[src/rtl/tetris_input_pkg.sv]
// tetris_input_pkg: shared button FSM states, button indices and LFSR seed
package tetris_input_pkg;
    typedef enum logic [2:0] {IDLE, DEBOUNCE_P, FIRE, HELD, DEBOUNCE_R} btn_state_t;
    localparam int BTN_LEFT  = 0;
    localparam int BTN_RIGHT = 1;
    localparam int BTN_DOWN  = 2;
    localparam int BTN_SPIN  = 3;
    localparam logic [7:0] LFSR_SEED = 8'hA5;
endpackage

[src/rtl/tetris_input_btn_cond.sv]
// btn_cond: synchroniser + debounce/pulse/auto-repeat FSM for one button (repeat built only with TETRIS_AUTOREPEAT_EN)
module btn_cond import tetris_input_pkg::*; #(
    parameter int DEB_CYCLES   = 20000,
    parameter int PULSE_LEN    = 16,
    parameter int REPEAT_DELAY = 6000000,
    parameter int REPEAT_RATE  = 2000000
) (
    input  logic clk,
    input  logic rst,
    input  logic raw,
    input  logic rep_en,
    input  logic inhibit,
    output logic fire,
    output logic fire_nxt
);
    localparam int DW = $clog2(DEB_CYCLES) > 0 ? $clog2(DEB_CYCLES) : 1;
    localparam int PW = $clog2(PULSE_LEN) > 0 ? $clog2(PULSE_LEN) : 1;
    logic s1, s2;
    btn_state_t state, state_n;
    logic [DW-1:0] dcnt, dcnt_n;
    logic [PW-1:0] pcnt, pcnt_n;
`ifdef TETRIS_AUTOREPEAT_EN
    localparam int RMAX = REPEAT_DELAY > REPEAT_RATE ? REPEAT_DELAY : REPEAT_RATE;
    localparam int RW = $clog2(RMAX) > 0 ? $clog2(RMAX) : 1;
    logic [RW-1:0] hcnt, hcnt_n, thr;
    logic rep, rep_n;
    assign thr = rep ? RW'(REPEAT_RATE - 1) : RW'(REPEAT_DELAY - 1);
    // held-time counter and first/later repeat flag
    always_ff @(posedge clk or posedge rst) begin
        if (rst) begin
            hcnt <= '0;
            rep  <= 1'b0;
        end else begin
            hcnt <= hcnt_n;
            rep  <= rep_n;
        end
    end
`else
    logic unused_rep;
    assign unused_rep = rep_en | (REPEAT_DELAY < 0) | (REPEAT_RATE < 0);
`endif
    // two-flop synchroniser for the asynchronous button
    always_ff @(posedge clk or posedge rst) begin
        if (rst) {s2, s1} <= 2'b00;
        else {s2, s1} <= {s1, raw};
    end
    // state and debounce/pulse counters
    always_ff @(posedge clk or posedge rst) begin
        if (rst) begin
            state <= IDLE;
            dcnt  <= '0;
            pcnt  <= '0;
        end else begin
            state <= state_n;
            dcnt  <= dcnt_n;
            pcnt  <= pcnt_n;
        end
    end
    // next state; counters stop at their terminal value, so they never wrap
    always_comb begin
        state_n = state;
        dcnt_n  = dcnt;
        pcnt_n  = pcnt;
`ifdef TETRIS_AUTOREPEAT_EN
        hcnt_n  = hcnt;
        rep_n   = rep;
`endif
        case (state)
            IDLE: if (s2) begin
                state_n = DEBOUNCE_P;
                dcnt_n  = '0;
            end
            DEBOUNCE_P: begin
                if (!s2) state_n = IDLE;
                else if (dcnt != DW'(DEB_CYCLES - 1)) dcnt_n = dcnt + DW'(1);
                else if (!inhibit) begin
                    state_n = FIRE;
                    pcnt_n  = '0;
`ifdef TETRIS_AUTOREPEAT_EN
                    rep_n   = 1'b0;
`endif
                end
            end
            FIRE: begin
                if (pcnt != PW'(PULSE_LEN - 1)) pcnt_n = pcnt + PW'(1);
                else begin
                    state_n = HELD;
`ifdef TETRIS_AUTOREPEAT_EN
                    hcnt_n  = '0;
`endif
                end
            end
            HELD: begin
                if (!s2) begin
                    state_n = DEBOUNCE_R;
                    dcnt_n  = '0;
                end
`ifdef TETRIS_AUTOREPEAT_EN
                else if (rep_en) begin
                    if (hcnt != thr) hcnt_n = hcnt + RW'(1);
                    else if (!inhibit) begin
                        state_n = FIRE;
                        pcnt_n  = '0;
                        rep_n   = 1'b1;
                    end
                end
`endif
            end
            DEBOUNCE_R: begin
                if (s2) state_n = HELD;
                else if (dcnt != DW'(DEB_CYCLES - 1)) dcnt_n = dcnt + DW'(1);
                else state_n = IDLE;
            end
            default: state_n = IDLE;
        endcase
    end
    assign fire     = state == FIRE;
    assign fire_nxt = state_n == FIRE;
endmodule

[src/rtl/tetris_input.sv]
// tetris_input: four conditioned buttons, Left/Right arbitration and LFSR piece selector (auto-repeat via TETRIS_AUTOREPEAT_EN)
module tetris_input import tetris_input_pkg::*; #(
    parameter int DEB_CYCLES   = 20000,
    parameter int PULSE_LEN    = 16,
    parameter int REPEAT_DELAY = 6000000,
    parameter int REPEAT_RATE  = 2000000
) (
    input  logic       clk,
    input  logic       rst,
    input  logic [3:0] btn_raw,
    output logic       Left,
    output logic       Right,
    output logic       Down,
    output logic       Spin,
    output logic [1:0] value
);
    logic l_nxt, r_nxt, d_nxt, s_nxt, rise;
    logic [7:0] lfsr;
    btn_cond #(.DEB_CYCLES(DEB_CYCLES), .PULSE_LEN(PULSE_LEN), .REPEAT_DELAY(REPEAT_DELAY), .REPEAT_RATE(REPEAT_RATE)) u_left (
        .clk(clk), .rst(rst), .raw(btn_raw[BTN_LEFT]), .rep_en(1'b1), .inhibit(1'b0), .fire(Left), .fire_nxt(l_nxt));
    btn_cond #(.DEB_CYCLES(DEB_CYCLES), .PULSE_LEN(PULSE_LEN), .REPEAT_DELAY(REPEAT_DELAY), .REPEAT_RATE(REPEAT_RATE)) u_right (
        .clk(clk), .rst(rst), .raw(btn_raw[BTN_RIGHT]), .rep_en(1'b1), .inhibit(l_nxt), .fire(Right), .fire_nxt(r_nxt));
    btn_cond #(.DEB_CYCLES(DEB_CYCLES), .PULSE_LEN(PULSE_LEN), .REPEAT_DELAY(REPEAT_DELAY), .REPEAT_RATE(REPEAT_RATE)) u_down (
        .clk(clk), .rst(rst), .raw(btn_raw[BTN_DOWN]), .rep_en(1'b1), .inhibit(1'b0), .fire(Down), .fire_nxt(d_nxt));
    btn_cond #(.DEB_CYCLES(DEB_CYCLES), .PULSE_LEN(PULSE_LEN), .REPEAT_DELAY(REPEAT_DELAY), .REPEAT_RATE(REPEAT_RATE)) u_spin (
        .clk(clk), .rst(rst), .raw(btn_raw[BTN_SPIN]), .rep_en(1'b0), .inhibit(1'b0), .fire(Spin), .fire_nxt(s_nxt));
    assign rise = (l_nxt & ~Left) | (r_nxt & ~Right) | (d_nxt & ~Down) | (s_nxt & ~Spin);
    // free-running x^8+x^6+x^5+x^4+1 LFSR, recovering from the lock-up state
    always_ff @(posedge clk or posedge rst) begin
        if (rst) lfsr <= LFSR_SEED;
        else lfsr <= lfsr == 8'h00 ? LFSR_SEED : {lfsr[6:0], lfsr[7] ^ lfsr[5] ^ lfsr[4] ^ lfsr[3]};
    end
    // capture a piece selector whenever any command pulse starts
    always_ff @(posedge clk or posedge rst) begin
        if (rst) value <= 2'd0;
        else if (rise) value <= lfsr[1:0];
    end
endmodule

[config.mk]
export PLATFORM = sky130hd
export DESIGN_NAME = tetris_input
export DESIGN_NICKNAME = d
export VERILOG_FILES = /design/src/rtl/tetris_input_pkg.sv /design/src/rtl/tetris_input_btn_cond.sv /design/src/rtl/tetris_input.sv
export SDC_FILE = /design/constraint.sdc
export NUM_CORES = 1
export LEC_CHECK = 0
export BUFFER_PORTS_ARGS = -buffer_cell sky130_fd_sc_hd__buf_4
export CORE_ASPECT_RATIO = 0.7
export CORE_UTILIZATION = 50
export CTS_BUF_LIST = sky130_fd_sc_hd__clkbuf_16
export CTS_CLUSTER_DIAMETER = 50
export DETAILED_ROUTE_END_ITERATION = 8
export PLACE_DENSITY = 0.66
export SYNTH_ARGS = -nofsm -noshare
export SYNTH_HDL_FRONTEND = slang
export SYNTH_SLANG_ARGS = --single-unit
[constraint.sdc]
create_clock -name clk -period 7.3 [get_ports clk]
set_clock_uncertainty 0.15 [all_clocks]
set_input_delay 1.095 -clock clk [delete_from_list [all_inputs] [get_ports clk]]
set_output_delay 1.095 -clock clk [all_outputs]
set_load 0.05 [all_outputs]
==> results.py <==
metrics = {
    "floorplan": {
        "ios": 12,
        "rows": 32,
        "core_um2": 11200,
        "die_w_um": 131,
        "die_h_um": 92.4,
        "die_area_um2": 12100,
        "start_util_pct": 52.1,
    },
    "drt": {
        "ant_nets": 0,
        "drt_iter0_markers": 335,
        "vias": 4714,
        "wl_um": 11900,
        "drc": 0,
        "wl_per_cell_um": 15.4,
        "viasPerCell": 6.08,
        "firstDrtPassIters": 4,
    },
    "sta": {
        "finalSetupTns_ns": 0,
        "fin_crit_ns": 3.12,
        "maxSlewViolCount": 0,
        "period_share_pct": 42.8,
        "relSlewSlack_pct": 28.7,
        "setup_viol": 0,
        "hold_viol_final": 0,
        "rsz0062_at_grt": "false",
        "hold_slack_ns": 0.199,
        "tightest_slew_ns": 1.07,
        "fmax_ghz": 0.320,
    },
    "clocking": {
        "root_buffer": "clkbuf_16",
        "clock_tree.buffer_depth": 2,
        "ctsHoldBuffers": 0,
        "clock_latency_ns": 0.34,
        "cts_resized": 0,
        "cts_setup_buffers": 0,
        "cts.sinks": 106,
        "numCtsBuffers": 9,
        "htreeDepth": 3,
        "path_clk_slew_ns": 0.07,
        "cts_tree": "yes",
    },
    "outcome": {
        "outcome": "finished, final reports clean",
    },
    "yosys": {
        "synthMuxAreaShare_pct": 2.18,
        "synth.distinct_cells": 75,
        "syn_nets": 633,
        "synth_ff_type": "dfrtp_1",
        "ys_ff_latch": 106,
        "async_reset_ff_share_pct": 100,
        "synth.area.top_cells": "dfrtp_1 44%, nand2_1 4.2%, nor2_1 2.6%, nand3_1 2.4%, a21oi_1 2.3%",
        "synth_warnings": 0,
        "synth_top_family_by_area": "simple AND/OR/NAND/NOR gates",
        "synth_edf_count": 0,
        "synthSimpleGateAreaFrac_pct": 28.4,
        "syn_inst": 619,
        "synth_xor_area_share_pct": 1.80,
        "synth_seq_area_share_pct": 45.5,
        "syn_avg_cell_area_um2": 9.44,
        "yosys.area_share.adder_pct": 1.71,
        "syn_area_um2": 5840,
        "synth.largest_area_cell": "dfrtp_1",
        "synth.top_cell.area_share_pct": 43.7,
        "synth_compound_area_share_pct": 17.5,
    },
    "global_route": {
        "antenna_found_initial": 0,
        "gr-total-overflow": 0,
        "grt_max_degree": 84,
        "track_usage_pct": 20.8,
        "grt_pass1_vias": 4308,
        "grt_pass1_wl_um": 20600,
    },
    "place": {
        "gp_congestion": 0.849,
        "dp.cells": 759,
        "hpwl_um": 8200,
        "port-buffer-count": 11,
    },
    "layout": {
        "fillerInstances": 978,
        "final_nets": 631,
        "seq_area_um2": 2660,
        "antenna_cells": 0,
        "final_common_cell": "dfrtp_1",
        "most-common-layout-cells": "102 x dfrtp_1, 65 x nand2_1, 40 x nor2_1",
        "multi_input_area_um2": 3010,
        "final_core_util_pct": 56.4,
        "syn2layout_area_growth_pct": 8.29,
        "layout-drive-gt1-share_pct": 11.4,
        "fin_cells": 775,
    },
    "critical_path": {
        "crit_type": "flop to output pin",
        "critPathArrivalTime_ns": 1.88,
        "cp_max_fo": 13,
        "start_kind": "flop",
        "cp.required_ns": 6.05,
        "end_kind": "output pin",
    },
    "power_and_ir_drop": {
        "p_per_area_nw_per_um2": 192,
        "ir_worst_vdd_uv": 119,
        "p_leak_nw": 2.69,
        "finalPower_mw": 1.21,
    },
    "worst_hold_path": {
        "worstHoldPathType": "flop to flop",
    },
    "flow_run": {
        "drv_cap": 0,
    },
}
-- where the power goes --
group	internal (mW)	switching [mW]	total (mW)
clock network	0.265	0.215	0.480
logic	0.0357	0.0599	0.0957
registers	0.608	0.0287	0.637
total	0.909	0.303	1.21
-- sequential cells by signal, summed over array words and instances (netlist names), 8 cells and up --
name / cells
lfsr: 8
u_down.dcnt: 15
u_left.dcnt: 15
u_right.dcnt: 15
u_spin.dcnt: 15
-- layout make-up --
class / count / share of cell area (%)
multi-input combinational: 471 / 47.6
timing repair buffer: 15 / 1.78
tap: 153 / 3.03
inverter: 14 / 0.870
sequential: 106 / 42.0
clock buffer: 9 / 3.56
clock inverter: 7 / 1.13
-- metrics by stage --
| stage | setup slack (ns) | instance area [µm²] |
|---|---|---|
| 2_1_floorplan | 3.27 | 5840 |
| 3_3_place_gp | 4.62 | 6030 |
| 3_5_place_dp | 4.54 | 6030 |
| 4_1_cts | 4.18 | 6330 |
| 5_1_grt | 4.06 | 6330 |
| 6_report | 4.18 | 6330 |
-- logic make-up (layout without fill, tap and decap cells) --
family,Yosys count,after routing
adders and majority gates,8,8
xor gates and xnor gates,12,12
DFF,106,106
buffers and inverters,42,45
AOI/OAI and AO/OA,147,147
muxes,12,12
and+or+nand+nor,292,292
-- cell usage after synthesis, drive strengths merged (3+ instances only) --
| master | count |
|---|---|
| buf | 9 |
| mux2i | 6 |
| o21ai | 29 |
| inv | 14 |
| o221a | 12 |
| nor4b | 4 |
| o22ai | 5 |
| nand4bb | 3 |
| and3 | 17 |
| a21o | 4 |
| o311ai | 3 |
| or3 | 11 |
| nand3b | 6 |
| nor3 | 18 |
| a21oi | 27 |
| a31oi | 14 |
| xnor2 | 8 |
| nand2b | 18 |
| or2 | 9 |
| or3b | 4 |
| nand3 | 28 |
| o211ai | 7 |
| nor2 | 40 |
| nor4 | 14 |
| nor3b | 6 |
| nor2b | 8 |
| o31ai | 6 |
| dfstp | 4 |
| clkbuf | 19 |
| ha | 8 |
| mux2 | 6 |
| nand4 | 13 |
| xor2 | 4 |
| nand2 | 65 |
| o21a | 14 |
| dfrtp | 102 |
| and2 | 6 |
| a211oi | 5 |
| or4 | 10 |
-- routing by layer --
metal	wire length (µm)	track usage (%)	vias to the layer above	part of all wire, %
met5	0	0	-	0
met3	411	3.94	8	3.4
met4	73	4.51	0	0.61
met1	6400	30.8	2304	54
met2	5050	31.6	85	42
li1	-	-	2317	-
-- worst paths after layout --
| path | start | to | slack, ns | cells after the start |
|---|---|---|---|---|
| max | u_down.state[1]$_DFF_PP0_ | Down | 4.18 | 2 |
| min | u_left.s1$_DFF_PP0_ | u_left.s2$_DFF_PP0_ | 0.20 | 0 |
| max reg2reg | u_right.dcnt[0]$_DFFE_PP0P_ | u_right.dcnt[7]$_DFFE_PP0P_ | 4.59 | 6 |
| min reg2reg | u_left.s1$_DFF_PP0_ | u_left.s2$_DFF_PP0_ | 0.20 | 0 |
| max in group asynchronous | rst | u_right.state[0]$_DFF_PP0_ | 5.08 | 3 |
| min in group asynchronous | rst | u_left.dcnt[9]$_DFFE_PP0P_ | 0.55 | 2 |
-- worst max-delay path, cell delays in order (launching register included) --
cell     delay (ns)
dfrtp_1        0.59
nor3b_1        0.62
buf_4          0.32
No activity file was read; power rests on OpenSTA's default activity.
